$ cat src/rtl/wr_burst_sched.sv
// Two-channel round-robin write-burst scheduler feeding wr_ctrl from FWFT pixel FIFOs,
// with per-channel ping-pong frame buffers and completed-buffer reporting.
`timescale 1ns/1ps
module wr_burst_sched #(
  parameter int                         CTRL_ADDR_WIDTH = 28,
  parameter int                         MEM_DQ_WIDTH    = 16,
  parameter int                         BURST_LEN       = 16,
  parameter int                         ADDR_STEP       = 128,
  parameter int                         FRAME_BURSTS    = 900,
  parameter logic [CTRL_ADDR_WIDTH-1:0] FRAME_STRIDE    = 28'h0100000,
  parameter logic [CTRL_ADDR_WIDTH-1:0] CH0_BASE        = 28'h0000000,
  parameter logic [CTRL_ADDR_WIDTH-1:0] CH1_BASE        = 28'h0400000,
  parameter int                         CNT_W           = 10
) (
  input  logic                         clk,
  input  logic                         rst_n,
  input  logic                         ch0_frame_start,
  input  logic [CNT_W-1:0]             ch0_fifo_cnt,
  input  logic [MEM_DQ_WIDTH*8-1:0]    ch0_rd_data,
  output logic                         ch0_rd_en,
  output logic                         ch0_done_buf,
  output logic                         ch0_frame_drop,
  input  logic                         ch1_frame_start,
  input  logic [CNT_W-1:0]             ch1_fifo_cnt,
  input  logic [MEM_DQ_WIDTH*8-1:0]    ch1_rd_data,
  output logic                         ch1_rd_en,
  output logic                         ch1_done_buf,
  output logic                         ch1_frame_drop,
  output logic                         wr_en,
  output logic [CTRL_ADDR_WIDTH-1:0]   wr_addr,
  output logic [3:0]                   wr_id,
  output logic [3:0]                   wr_len,
  input  logic                         wr_ready,
  output logic [MEM_DQ_WIDTH*8-1:0]    wr_data
);

  localparam int AW   = CTRL_ADDR_WIDTH;
  localparam int BC_W = $clog2(FRAME_BURSTS);

  typedef enum logic [1:0] {IDLE, ARB, CMD, DATA} state_t;

  state_t             state_q, state_d;
  logic               grant_q, grant_d, rr_q, rr_d;
  logic [4:0]         beat_cnt_q, beat_cnt_d;
  logic               wr_en_q, wr_en_d;
  logic [AW-1:0]      wr_addr_q, wr_addr_d;
  logic [3:0]         wr_id_q, wr_id_d;
  logic [1:0]         active_q, active_d, wbuf_q, wbuf_d, done_q, done_d;
  logic [1:0]         pend_q, pend_d, drop_q, drop_d;
  logic [BC_W-1:0]    burst_cnt_q [2];
  logic [BC_W-1:0]    burst_cnt_d [2];
  logic [AW-1:0]      addr_q [2];
  logic [AW-1:0]      addr_d [2];
  logic [1:0]         elig_s, start_s, busy_s;
  logic               pop_s, burst_end_s, sel_s;

  function automatic logic [AW-1:0] buf_base(input logic ch, input logic wb);
    logic [AW-1:0] b;
    b = ch ? CH1_BASE : CH0_BASE;
    buf_base = wb ? (b + FRAME_STRIDE) : b;
  endfunction

  assign elig_s[0] = active_q[0] && (ch0_fifo_cnt >= CNT_W'(BURST_LEN));
  assign elig_s[1] = active_q[1] && (ch1_fifo_cnt >= CNT_W'(BURST_LEN));
  assign start_s   = {ch1_frame_start, ch0_frame_start};
  // A channel is busy from its command strobe until its last beat; starts then wait.
  assign busy_s    = ((state_q == CMD) || (state_q == DATA)) ? (grant_q ? 2'b10 : 2'b01) : 2'b00;

  assign wr_en          = wr_en_q;
  assign wr_addr        = wr_addr_q;
  assign wr_id          = wr_id_q;
  assign wr_len         = 4'(BURST_LEN - 1);
  assign wr_data        = grant_q ? ch1_rd_data : ch0_rd_data;
  assign ch0_rd_en      = pop_s & ~grant_q;
  assign ch1_rd_en      = pop_s & grant_q;
  assign ch0_done_buf   = done_q[0];
  assign ch1_done_buf   = done_q[1];
  assign ch0_frame_drop = drop_q[0];
  assign ch1_frame_drop = drop_q[1];

  // Next-state: arbitration FSM, burst bookkeeping, then frame-start handling.
  always_comb begin
    state_d     = state_q;
    grant_d     = grant_q;
    rr_d        = rr_q;
    beat_cnt_d  = beat_cnt_q;
    wr_en_d     = 1'b0;
    wr_addr_d   = wr_addr_q;
    wr_id_d     = wr_id_q;
    active_d    = active_q;
    wbuf_d      = wbuf_q;
    done_d      = done_q;
    pend_d      = pend_q;
    drop_d      = 2'b00;
    burst_cnt_d = burst_cnt_q;
    addr_d      = addr_q;
    pop_s       = 1'b0;
    burst_end_s = 1'b0;
    sel_s       = grant_q;
    case (state_q)
      IDLE: begin
        if (|elig_s) state_d = ARB;
        else         state_d = IDLE;
      end
      ARB: begin
        if (|elig_s) begin
          if (elig_s[~rr_q]) sel_s = ~rr_q;
          else               sel_s = rr_q;
          grant_d   = sel_s;
          rr_d      = sel_s;
          wr_en_d   = 1'b1;
          wr_addr_d = addr_q[sel_s];
          wr_id_d   = {3'b000, sel_s};
          state_d   = CMD;
        end else begin
          state_d = IDLE;
        end
      end
      CMD: begin
        beat_cnt_d = 5'd0;
        state_d    = DATA;
      end
      DATA: begin
        if (wr_ready && (beat_cnt_q < 5'(BURST_LEN))) begin
          pop_s      = 1'b1;
          beat_cnt_d = beat_cnt_q + 5'd1;
          if (beat_cnt_q == 5'(BURST_LEN - 1)) begin
            burst_end_s          = 1'b1;
            state_d              = IDLE;
            addr_d[grant_q]      = addr_q[grant_q] + AW'(ADDR_STEP);
            burst_cnt_d[grant_q] = burst_cnt_q[grant_q] + BC_W'(1);
            if (burst_cnt_q[grant_q] == BC_W'(FRAME_BURSTS - 1)) begin
              done_d[grant_q]   = wbuf_q[grant_q];
              active_d[grant_q] = 1'b0;
            end else begin
              done_d[grant_q]   = done_q[grant_q];
            end
          end else begin
            state_d = DATA;
          end
        end else begin
          state_d = DATA;
        end
      end
      default: state_d = IDLE;
    endcase
    // Uses done_d/active_d so a start on the final beat sees the completed frame.
    for (int ch = 0; ch < 2; ch++) begin
      if (busy_s[ch] && !burst_end_s) begin
        pend_d[ch] = pend_q[ch] | start_s[ch];
      end else if (start_s[ch] || pend_q[ch]) begin
        drop_d[ch]      = active_d[ch];
        wbuf_d[ch]      = ~done_d[ch];
        burst_cnt_d[ch] = '0;
        addr_d[ch]      = buf_base(1'(ch), ~done_d[ch]);
        active_d[ch]    = 1'b1;
        pend_d[ch]      = 1'b0;
      end else begin
        pend_d[ch] = pend_q[ch];
      end
    end
  end

  // State and registered outputs; reset abandons any burst in flight.
  always_ff @(posedge clk or negedge rst_n) begin
    if (!rst_n) begin
      state_q        <= IDLE;
      grant_q        <= 1'b0;
      rr_q           <= 1'b0;
      beat_cnt_q     <= 5'd0;
      wr_en_q        <= 1'b0;
      wr_addr_q      <= '0;
      wr_id_q        <= 4'd0;
      active_q       <= 2'b00;
      wbuf_q         <= 2'b00;
      done_q         <= 2'b11;
      pend_q         <= 2'b00;
      drop_q         <= 2'b00;
      burst_cnt_q[0] <= '0;
      burst_cnt_q[1] <= '0;
      addr_q[0]      <= '0;
      addr_q[1]      <= '0;
    end else begin
      state_q        <= state_d;
      grant_q        <= grant_d;
      rr_q           <= rr_d;
      beat_cnt_q     <= beat_cnt_d;
      wr_en_q        <= wr_en_d;
      wr_addr_q      <= wr_addr_d;
      wr_id_q        <= wr_id_d;
      active_q       <= active_d;
      wbuf_q         <= wbuf_d;
      done_q         <= done_d;
      pend_q         <= pend_d;
      drop_q         <= drop_d;
      burst_cnt_q[0] <= burst_cnt_d[0];
      burst_cnt_q[1] <= burst_cnt_d[1];
      addr_q[0]      <= addr_d[0];
      addr_q[1]      <= addr_d[1];
    end
  end

endmodule

$ cat config.mk
export PLATFORM = sky130hd
export DESIGN_NAME = wr_burst_sched
export DESIGN_NICKNAME = d
export VERILOG_FILES = /design/src/rtl/wr_burst_sched.sv
export SDC_FILE = /design/constraint.sdc
export NUM_CORES = 1
export LEC_CHECK = 0
export CAP_MARGIN = 40
export CORE_AREA = 2 2 175 177
export CTS_CLUSTER_DIAMETER = 30
export DETAILED_ROUTE_END_ITERATION = 16
export DIE_AREA = 0 0 177 179
export GPL_ROUTABILITY_DRIVEN = 0
export PLACE_DENSITY = 0.66
export SLEW_MARGIN = 20
export SYNTH_ARGS = -nofsm -noshare
export SYNTH_HDL_FRONTEND = slang
export SYNTH_SLANG_ARGS = --single-unit
$ cat constraint.sdc
create_clock -name clk -period 3.3 [get_ports clk]
set_input_delay 0.99 -clock clk [delete_from_list [all_inputs] [get_ports clk]]
set_output_delay 0.99 -clock clk [all_outputs]
set_load 0.02 [all_outputs]
# [Word-level counts from Yosys, hierarchy flattened]
# Index checks and enable logic that the tools add are counted.
[classes] n_bitwise=13 n_mux=81 mul=0 n_reduce_logical=20 n_shift=0 order_cmp=9 add_sub_neg=3 n_eq_ne=6 n_div=0
[op_table] operator="28-bit two-way mux" n=11
[op_table] operator="56-bit two-way mux" n=3
[op_table] operator="128-bit two-way mux" n=1
[op_table] operator="10-bit two-way mux" n=8
[op_table] operator="20-bit two-way mux" n=3
[op_table] operator="56-bit bitwise mux" n=1
[op_table] operator="21-bit two-way mux" n=2
[op_table] operator="1-bit two-way mux" n=30
[op_table] operator="28-bit by 8-bit adder with 28-bit output, second input constant" n=1
[op_table] operator="28-bit demux with 1-bit select" n=1
[op_table] operator="2-bit two-way mux" n=13
[op_table] operator="20-bit bitwise mux" n=1
[op_table] operator="10-bit by 5-bit greater-or-equal comparator with 1-bit output, second input constant" n=2
[op_table] operator="10-bit by 1-bit adder with 10-bit output, second input constant" n=1
[op_table] operator="10-bit demux with 1-bit select" n=1
[op_table] operator="10-bit equality test, second input constant" n=1
[op_table] operator="5-bit one-hot mux with 2 select lines" n=1
[op_table] operator="2-bit one-hot mux with 4 select lines" n=1
[op_table] operator="2-bit AND reduction" n=4
[op_table] operator="1-bit logical AND" n=7
[op_table] operator="2-bit nonzero test" n=3
[op_table] operator="5-bit by 1-bit adder with 5-bit output, second input constant" n=1
[op_table] operator="5-bit by 4-bit equality test with 1-bit output, second input constant" n=1
[op_table] operator="5-bit less-than comparator, second input constant" n=1
[op_table] operator="other kinds (20)" n=33
[totals] rom_bits=0 output_inout_bits=171 ramBits=0 reg_bits=123 in_bits=281 memories=0 latchBits=0 word_cells=148

# [Logic depth before layout (Yosys ltp)]
# Gate-level depths: netlist (run 1).
[logic_depth] ltp_word=12 ltp_mapped=12 mapped_depth_nobuf=8

# [Worst setup path after synthesis (run 1)]
# No wires, ideal clock.
[synth_path] path_type="reg2out" startpoint="register, netlist name rr_q" endpoint="output port wr_data[100]" arrival_time_ns=1.727 setup_slack_ns=0.583 path_buffers=5 path_stages_with_launch=7 cell_sequence="dfrtp_1 > buf_6 > buf_4 > buf_2 > clkbuf_1 > buf_2 > mux2_2"
[synth_lines] element="to (decl)" line_no="34" text="output logic [MEM_DQ_WIDTH*8-1:0] wr_data"

==> summary.md, run 1 <==
| Metric | Value |
|---|---|
| Sink Count | `123` |
| DIE AREA | `between 30,000 and 40,000 um2` |
| FFs w/ async S/R, synth | `between 90% and 100%` |
| Arr. time, crit path | `2.28 ns` |
| Sequential share of power | `21.0%` |
| Tot Pwr | `approximately 0.0094 W` |
| Synthesis Warnings | `0` |
| Post-synth EDFFs | `0` |
| CTS tree | `done` |
| Routed length per instance | `22.8 um` |
| Max incr delay on CP | `between 0.5 and 0.6 ns` |
| RSZ-0062 raised after global routing | `yes` |
| DRT Pass-1 Iters | `5` |
| First-pass GRT wire length | `51.8 mm` |
| Remaining antenna violation count | `0` |
| Synth top area cells | `dfrtp_1 (40%), mux2_2 (20%), nand2_1 (5.0%)` |
| Fillers | `around 2,800` |
| Crit path buf inv count | `2` |
| Initial antenna violation count | `7` |
| Main synth FF type | `dfrtp_1` |
| Reg-to-Reg End | `wbuf_q[0]` |
| Vias per cell | `a little under 5` |
| R2R Path Start | `rr_q` |
| Clock Tree Buf Depth | `2` |
| Setup TNS | `0 ns` |
| Core box area | `roughly 30,000 um2` |
| Gr usage total | `22.8%` |
| Least-Margin Pin Slew | `between 0.7 and 0.8 ns` |
| Cell variety after synth | `65` |
| Sw frac | `between 40% and 50%` |
| Clk pwr share | `around a fifth` |
| Pwr/cell area | `697 nW/um2` |
| DR DRC count | `0` |
| Die Y | `179 um` |
| Largest net degree at the start of global routing | `45` |
| Combinational Power Share | `59.4%` |
| Leakage | `roughly 5.5 nW` |
| Clock latency on the worst-skew pair | `0.42 ns` |
| Sequence of cells on the critical path | `buf_12, mux2_2, clkdlybuf4s50_1` |
| Max-Cap Viols | `0` |
| Dpl hpwl | `roughly 30 mm` |
| Clock slew at reported path FFs | `about 0.05 ns` |
| Rel. slew slack | `51.4%` |
| Top delay family on crit path | `buffers and inverters` |
| Critical Path End Type | `output port` |
| Worst path required time | `between 2 and 2.5 ns` |
| Fraction of layout cells with a size suffix above 1 | `between 20 and 25%` |
| Hold Path End | `wbuf_q[1]` |
| Reg-to-reg slack, setup | `0.60 ns` |
| Endpoints failing hold | `0` |
| CP Launch Type | `flop` |
| Switching power | `~0.0038 W` |
| Outcome | `finished, final reports clean` |
| HP Start | `wbuf_q[1]` |
| Die Width | `around 180 um` |
| Post-Syn Area per Cell | `about 10 um2` |
| Worst-path cell with the longest stage delay | `dfrtp_4` |
| Via count of the first global-routing pass | `7,537` |
| Crit path max fanout | `42` |
| Worst setup path class | `reg -> out` |
| Area Growth Syn to Fin | `77.2%` |
| Final Max Slew Viols | `0` |
| Post-Syn Area | `between 7000 and 8000 um2` |
| H-tree depth | `4` |
| Register area share after synthesis | `about 40%` |
| Initial DRC count | `slightly above 600` |
| Setup violators final | `0` |
| I/O pin total | `roughly 450` |
| Post-CTS Hold Fix Bufs | `0` |
| Initial core utilization | `between 20% and 30%` |
| Area leader, netlist | `dfrtp_1` |
| Nets | `1,506` |
| I/O Buffers | `approximately 440` |
| Total wire length | `37.2 mm` |
| Register area | `3080 um2` |
| Worst Hold Depth | `2` |
| Footprint of the multi-input gates | `~4300 um2` |
| R2R depth | `8` |
| Via count | `slightly below 8,000` |
| HP Class | `reg -> reg` |
| Gate Count Post-Synth | `779` |
| Peak supply drop | `roughly 0.49 mV` |
| Fin crit share | `around 99%` |
| Pint | `between 0.005 and 0.006 W` |
| Minimum clock period | `about 3.3 ns` |
| # rows | `64` |
| Clock root buffer | `clkbuf_16` |
| CTS buffer count | `17` |
| FMAX | `~310 MHz` |
| Synth Register Bits | `123` |
| Worst Skew | `0.00927 ns` |
| Synth top area share | `about two fifths` |
| GRT overflow | `0` |
state kept, by name, summed over array words and instances (netlist names):
| name | flops |
|---|---|
| active_q | 2 |
| wr_addr | 28 |
| pend_q | 2 |
| done_q | 2 |
| state_q | 2 |
| rr_q | 1 |
| addr_q | 56 |
| wr_en | 1 |
| wbuf_q | 2 |
| burst_cnt_q | 20 |
| beat_cnt_q | 5 |
| drop_q | 2 |
cell usage in the layout, fill, tap and decap left out, types with 3 or more instances in the layout:
cell type and instances:
a211oi_1 3, a21oi_1 19, a22oi_1 3, a31oi_1 28, and3_1 4, buf_12 42, buf_4 34, clkbuf_16 17
clkdlybuf4s50_1 381, clkinv_4 4, clkinvlp_4 3, conb_1 7, dfrtp_1 120, dlygate4sd2_1 8, dlymetal6s2s_1 3, ha_1 4
inv_1 5, mux2_2 133, mux2i_1 5, nand2_1 101, nand3_1 39, nand3b_1 8, nand4_1 18, nor2_1 76
nor2b_1 15, nor3_1 4, nor4_1 3, o21ai_0 23, o21ai_1 5, o31ai_1 7, or3_1 11, or4_1 4
xnor2_1 9, xor2_1 33
synth_stat cells, types with 2 or more instances:
master	instances
o21ai_0	23
o31ai_1	7
nor2b_1	15
nor2_1	76
mux2i_1	5
a21oi_1	20
or3_1	11
clkbuf_1	16
and4b_1	2
a22oi_1	3
and3_1	4
o21ai_1	5
mux2_2	133
conb_1	2
dfstp_2	2
xor2_1	33
inv_1	5
nand3_1	39
nand2_1	101
a31oi_1	30
dfrtp_1	121
nor3_1	5
o211ai_1	2
or4_4	2
nand3b_1	8
nand4_1	18
buf_6	3
nor4_1	3
xnor2_1	9
buf_2	20
buf_4	13
and2_1	2
ha_1	4
or4_1	4
a211oi_1	3
area by class of cell:
type,instances,share of cell area [%]
antenna,2,0.0371
clock buffer,19,3.21
clock inverter,13,1.08
inverter,6,0.167
multi-input combinational,602,31.6
sequential,123,22.9
tap,396,3.67
timing repair buffer,471,37.4
cell families (layout without fill, tap and decap cells):
group	count (synthesis)	count (layout)	share of synthesized area, %
AND/OR/NAND/NOR	304	304	19.9
multiplexers	139	139	20.5
flip-flops	123	123	40.4
AO/OA/AOI/OAI	106	106	9.36
buffers and inverters	59	509	4.17
XOR/XNOR	42	42	4.83
adder cells (fa/ha/maj)	4	4	0.657
other	2	9	0.0986
routing by layer:
metal | track usage, % | part of all wire [%] | vias up
li1 | - | - | 3659
met1 | 32.1 | 45 | 3877
met2 | 36.3 | 47 | 370
met3 | 4.07 | 6.6 | 29
met4 | 5.03 | 1.5 | 6
met5 | 0 | 0.097 | -
power by group through the flow:
stage          logic, W  registers (W)  clock network [W]
6_report        0.00559        0.00198            0.00184
5_1_grt         0.00588        0.00201            0.00193
4_1_cts         0.00565        0.00198            0.00186
3_5_place_dp    0.00562        0.00202                  0
3_3_place_gp    0.00559        0.00200                  0
2_1_floorplan   0.00251        0.00216                  0
tightest hold or removal path, delay by kind of cell (launching register included):
family,cells,cell delay [ns]
AO/OA/AOI/OAI,1,0.06
flip-flops,1,0.33
AND/OR/NAND/NOR,1,0.05
worst max path at each step:
stage          startpoint            to  cells after the start
2_1_floorplan        rr_q  wr_data[100]                      6
3_3_place_gp     wr_ready     ch0_rd_en                      5
3_5_place_dp     wr_ready     ch1_rd_en                      5
4_1_cts              rr_q   wr_data[88]                      3
5_1_grt              rr_q   wr_data[68]                      3
6_report             rr_q   wr_data[64]                      3
through the flow:
stage	hold WS [ns]	instance area [um2]	instances	setup slack, ns	utilization, %
after floorplan	0.444	7640	784	0.583	-
final	0.478	13500	1632	0.0294	44.9
after detailed placement	0.469	12900	1597	-0.191	43.0
after global placement	0.463	12900	1597	-0.199	43.0
after global routing	0.493	13500	1630	-0.00136	44.9
after CTS	0.481	13500	1630	0.00133	44.9
what timing repair did:
item | 4_1_cts | 5_1_grt
resized for setup | 10 | 7
endpoints found under the hold margin | 0 | 0
setup buffers | 1 | 0
setup endpoints to repair | 19 | 6
(Power assumes the default switching activity.)
==> inputs of run 2 (changes only) <==
Settings changed: ABC_CLOCK_PERIOD_IN_PS from default to 3300, CTS_BUF_LIST from default to sky130_fd_sc_hd__clkbuf_16.
==> run 2 against run 1 <==
Net effect:
- first-iteration DRC count down 0.16%
- flip-flop and latch count unchanged
- via count about the same
- routed wire length unchanged
- count of clock-buffer cells in the layout down 2
- maximum frequency about the same
- sequential power about the same
- cell area unchanged
- utilization unchanged
- non-clock buffer count unchanged
- combinational power about the same
- largest cell class unchanged
- largest power group unchanged
==> summary.md, run 2 (synthesis results as in run 1) <==
| Metric | Value |
|---|---|
| Clock Tree Buf Depth | `2` |
| Reg-to-reg slack, setup | `~0.60 ns` |
| Dpl ws | `-0.191 ns` |
| Worst Skew | `0.00939 ns` |
| Least-Margin Pin Slew | `roughly 0.73 ns` |
| Clk pwr share | `approximately a fifth` |
| Total wire length | `about 37 mm` |
| Outcome | `finished, final reports clean` |
| CP startpoint | `rr_q` |
| Footprint of the multi-input gates | `around 4300 um2` |
| Fin worst setup slack | `0.0287 ns` |
| Switching power | `around 0.0038 W` |
| Commonest non-fill, non-tap cell in the layout | `clkdlybuf4s50_1` |
| Remaining antenna violation count | `0` |
| Arr. time, crit path | `around 2.3 ns` |
| Fin crit share | `between 90% and 100%` |
| Met3 GRT Util | `just over 4%` |
| Max incr delay on CP | `between 0.5 and 0.6 ns` |
| Met1 Use GR | `around 32%` |
| Setup TNS | `0 ns` |
| Register area | `just over 3000 um2` |
| Crit path max fanout | `42` |
| Clock slew at reported path FFs | `0.05 ns` |
| DR DRC count | `0` |
| CTS tree | `done` |
| Sw frac | `roughly two fifths` |
| Via count of the first global-routing pass | `7,537` |
| Most frequent cells in the layout | `clkdlybuf4s50_1 (381), mux2_2 (133), dfrtp_1 (120)` |
| Final Max Slew Viols | `0` |
| Initial antenna violation count | `7` |
| # rows | `64` |
| Pint | `roughly 0.0056 W` |
| Sequence of cells on the critical path | `buf_12, mux2_2, clkdlybuf4s50_1` |
| DIE AREA | `roughly 32,000 um2` |
| Minimum clock period | `around 3.3 ns` |
| H-tree depth | `4` |
| HP Class | `reg -> reg` |
| Pwr/cell area | `697 nW/um2` |
| Worst setup path class | `reg -> out` |
| Worst path required time | `roughly 2.3 ns` |
| CTS buffer count | `17` |
| Initial DRC count | `~620` |
| Sequential share of power | `between 20% and 30%` |
| Met2 Usage GRT | `roughly 36%` |
| Die Y | `between 150 and 200 um` |
| Placed insts | `about 1,600` |
| Final cell count without fillers | `about 1,600` |
| Sink Count | `about 120` |
| Setup violators final | `0` |
| I/O Buffers | `436` |
| Via count | `7,945` |
| Gr usage total | `a little under a quarter` |
| FMAX | `around 310 MHz` |
| Initial core utilization | `between 20% and 30%` |
| GRT overflow | `0` |
| Reg-to-Reg End | `wbuf_q[0]` |
| Critical Path End Type | `output port` |
| I/O pin total | `roughly 450` |
| Max-Cap Viols | `0` |
| Largest net degree at the start of global routing | `between 40 and 50` |
| Fraction of layout cells with a size suffix above 1 | `21.6%` |
| DRT Pass-1 Iters | `5` |
| Die Width | `177 um` |
| First-pass GRT wire length | `a little over 50 mm` |
| Dpl hpwl | `around 31 mm` |
| RSZ-0062 raised after global routing | `yes` |
| Combinational Power Share | `about 60%` |
| Worst-path cell with the longest stage delay | `dfrtp_4` |
| Endpoints failing hold | `0` |
| Max reg flops | `56` |
| Clock latency on the worst-skew pair | `between 0.4 and 0.5 ns` |
| End point of the critical path | `wr_data[64]` |
| CP Launch Type | `flop` |
| GR peak layer | `met2` |
| Clock root buffer | `clkbuf_16` |
| Routed length per instance | `approximately 23 um` |
| Core box area | `about 30,000 um2` |
| Vias per cell | `about 4.9` |
| Largest reg by FF count | `addr_q` |
| R2R depth | `8` |
| Rel. slew slack | `51.0%` |
| Nets | `1,506` |
| R2R Path Start | `rr_q` |
| Peak supply drop | `around 0.49 mV` |
| Leakage | `between 5 and 6 nW` |
| Post-CTS Hold Fix Bufs | `0` |
| Area Growth Syn to Fin | `77.2%` |
| Fillers | `2,833` |
==> run 2: cell types whose count changed in the layout (fill, tap and decap cells not counted), sizes merged <==
cell,previous run,this run
inv,8,10
clkbuf,20,18
==> run 2: power by group through the flow <==
stage	Clock, W	Sequential [W]	Combinational (W)
2_1_floorplan	0	0.00216	0.00251
3_3_place_gp	0	0.00200	0.00559
3_5_place_dp	0	0.00202	0.00562
4_1_cts	0.00185	0.00198	0.00565
5_1_grt	0.00193	0.00201	0.00588
6_report	0.00184	0.00198	0.00559
==> run 2: worst min path at each step <==
stage	end	from	cells after the start
after global routing	beat_cnt_q[3]	beat_cnt_q[3]	1
after CTS	beat_cnt_q[3]	beat_cnt_q[3]	1
final	wbuf_q[1]	wbuf_q[1]	2
after detailed placement	beat_cnt_q[3]	beat_cnt_q[3]	1
after global placement	wbuf_q[1]	wbuf_q[1]	2
after floorplan	beat_cnt_q[3]	beat_cnt_q[3]	1
==> run 2: critical path: cells and delay by family, from the launching register on <==
kind | cells | cell delay, ns
buffers and inverters | 2 | 0.84
flip-flops | 1 | 0.59
multiplexers | 1 | 0.40
==> run 2: metrics by stage <==
| stage | instance area [um2] | hold WS (ns) | util [%] | power (W) |
|---|---|---|---|---|
| 2_1_floorplan | 7640 | 0.444 | - | 0.00467 |
| 3_3_place_gp | 12900 | 0.463 | 43.0 | 0.00759 |
| 5_1_grt | 13500 | 0.493 | 44.9 | 0.00981 |
| 3_5_place_dp | 12900 | 0.469 | 43.0 | 0.00764 |
| 6_report | 13500 | 0.480 | 44.9 | 0.00940 |
| 4_1_cts | 13500 | 0.481 | 44.9 | 0.00948 |
==> run 2: final cells by class <==
cell class | instances | area share (%)
clock inverters | 15 | 1.13
well taps | 396 | 3.67
flip-flops and latches | 123 | 22.9
inverters | 6 | 0.167
diodes | 2 | 0.0371
multi-input cells | 602 | 31.6
repair buffers | 471 | 37.4
clock buffers | 17 | 3.15
==> run 2: timing repair <==
item,CTS,global route
hold endpoints to repair,0,0
pin swaps,0,0
setup buffers,1,0
endpoints found under the setup margin,19,6
gates resized for setup,10,7
==> run 2: routing by layer <==
layer  vias to the layer above  share of wire [%]
li1                       3658                  -
met1                      3877                 44
met2                       372                 47
met3                        32                7.0
met4                         6                1.5
met5                         -              0.097
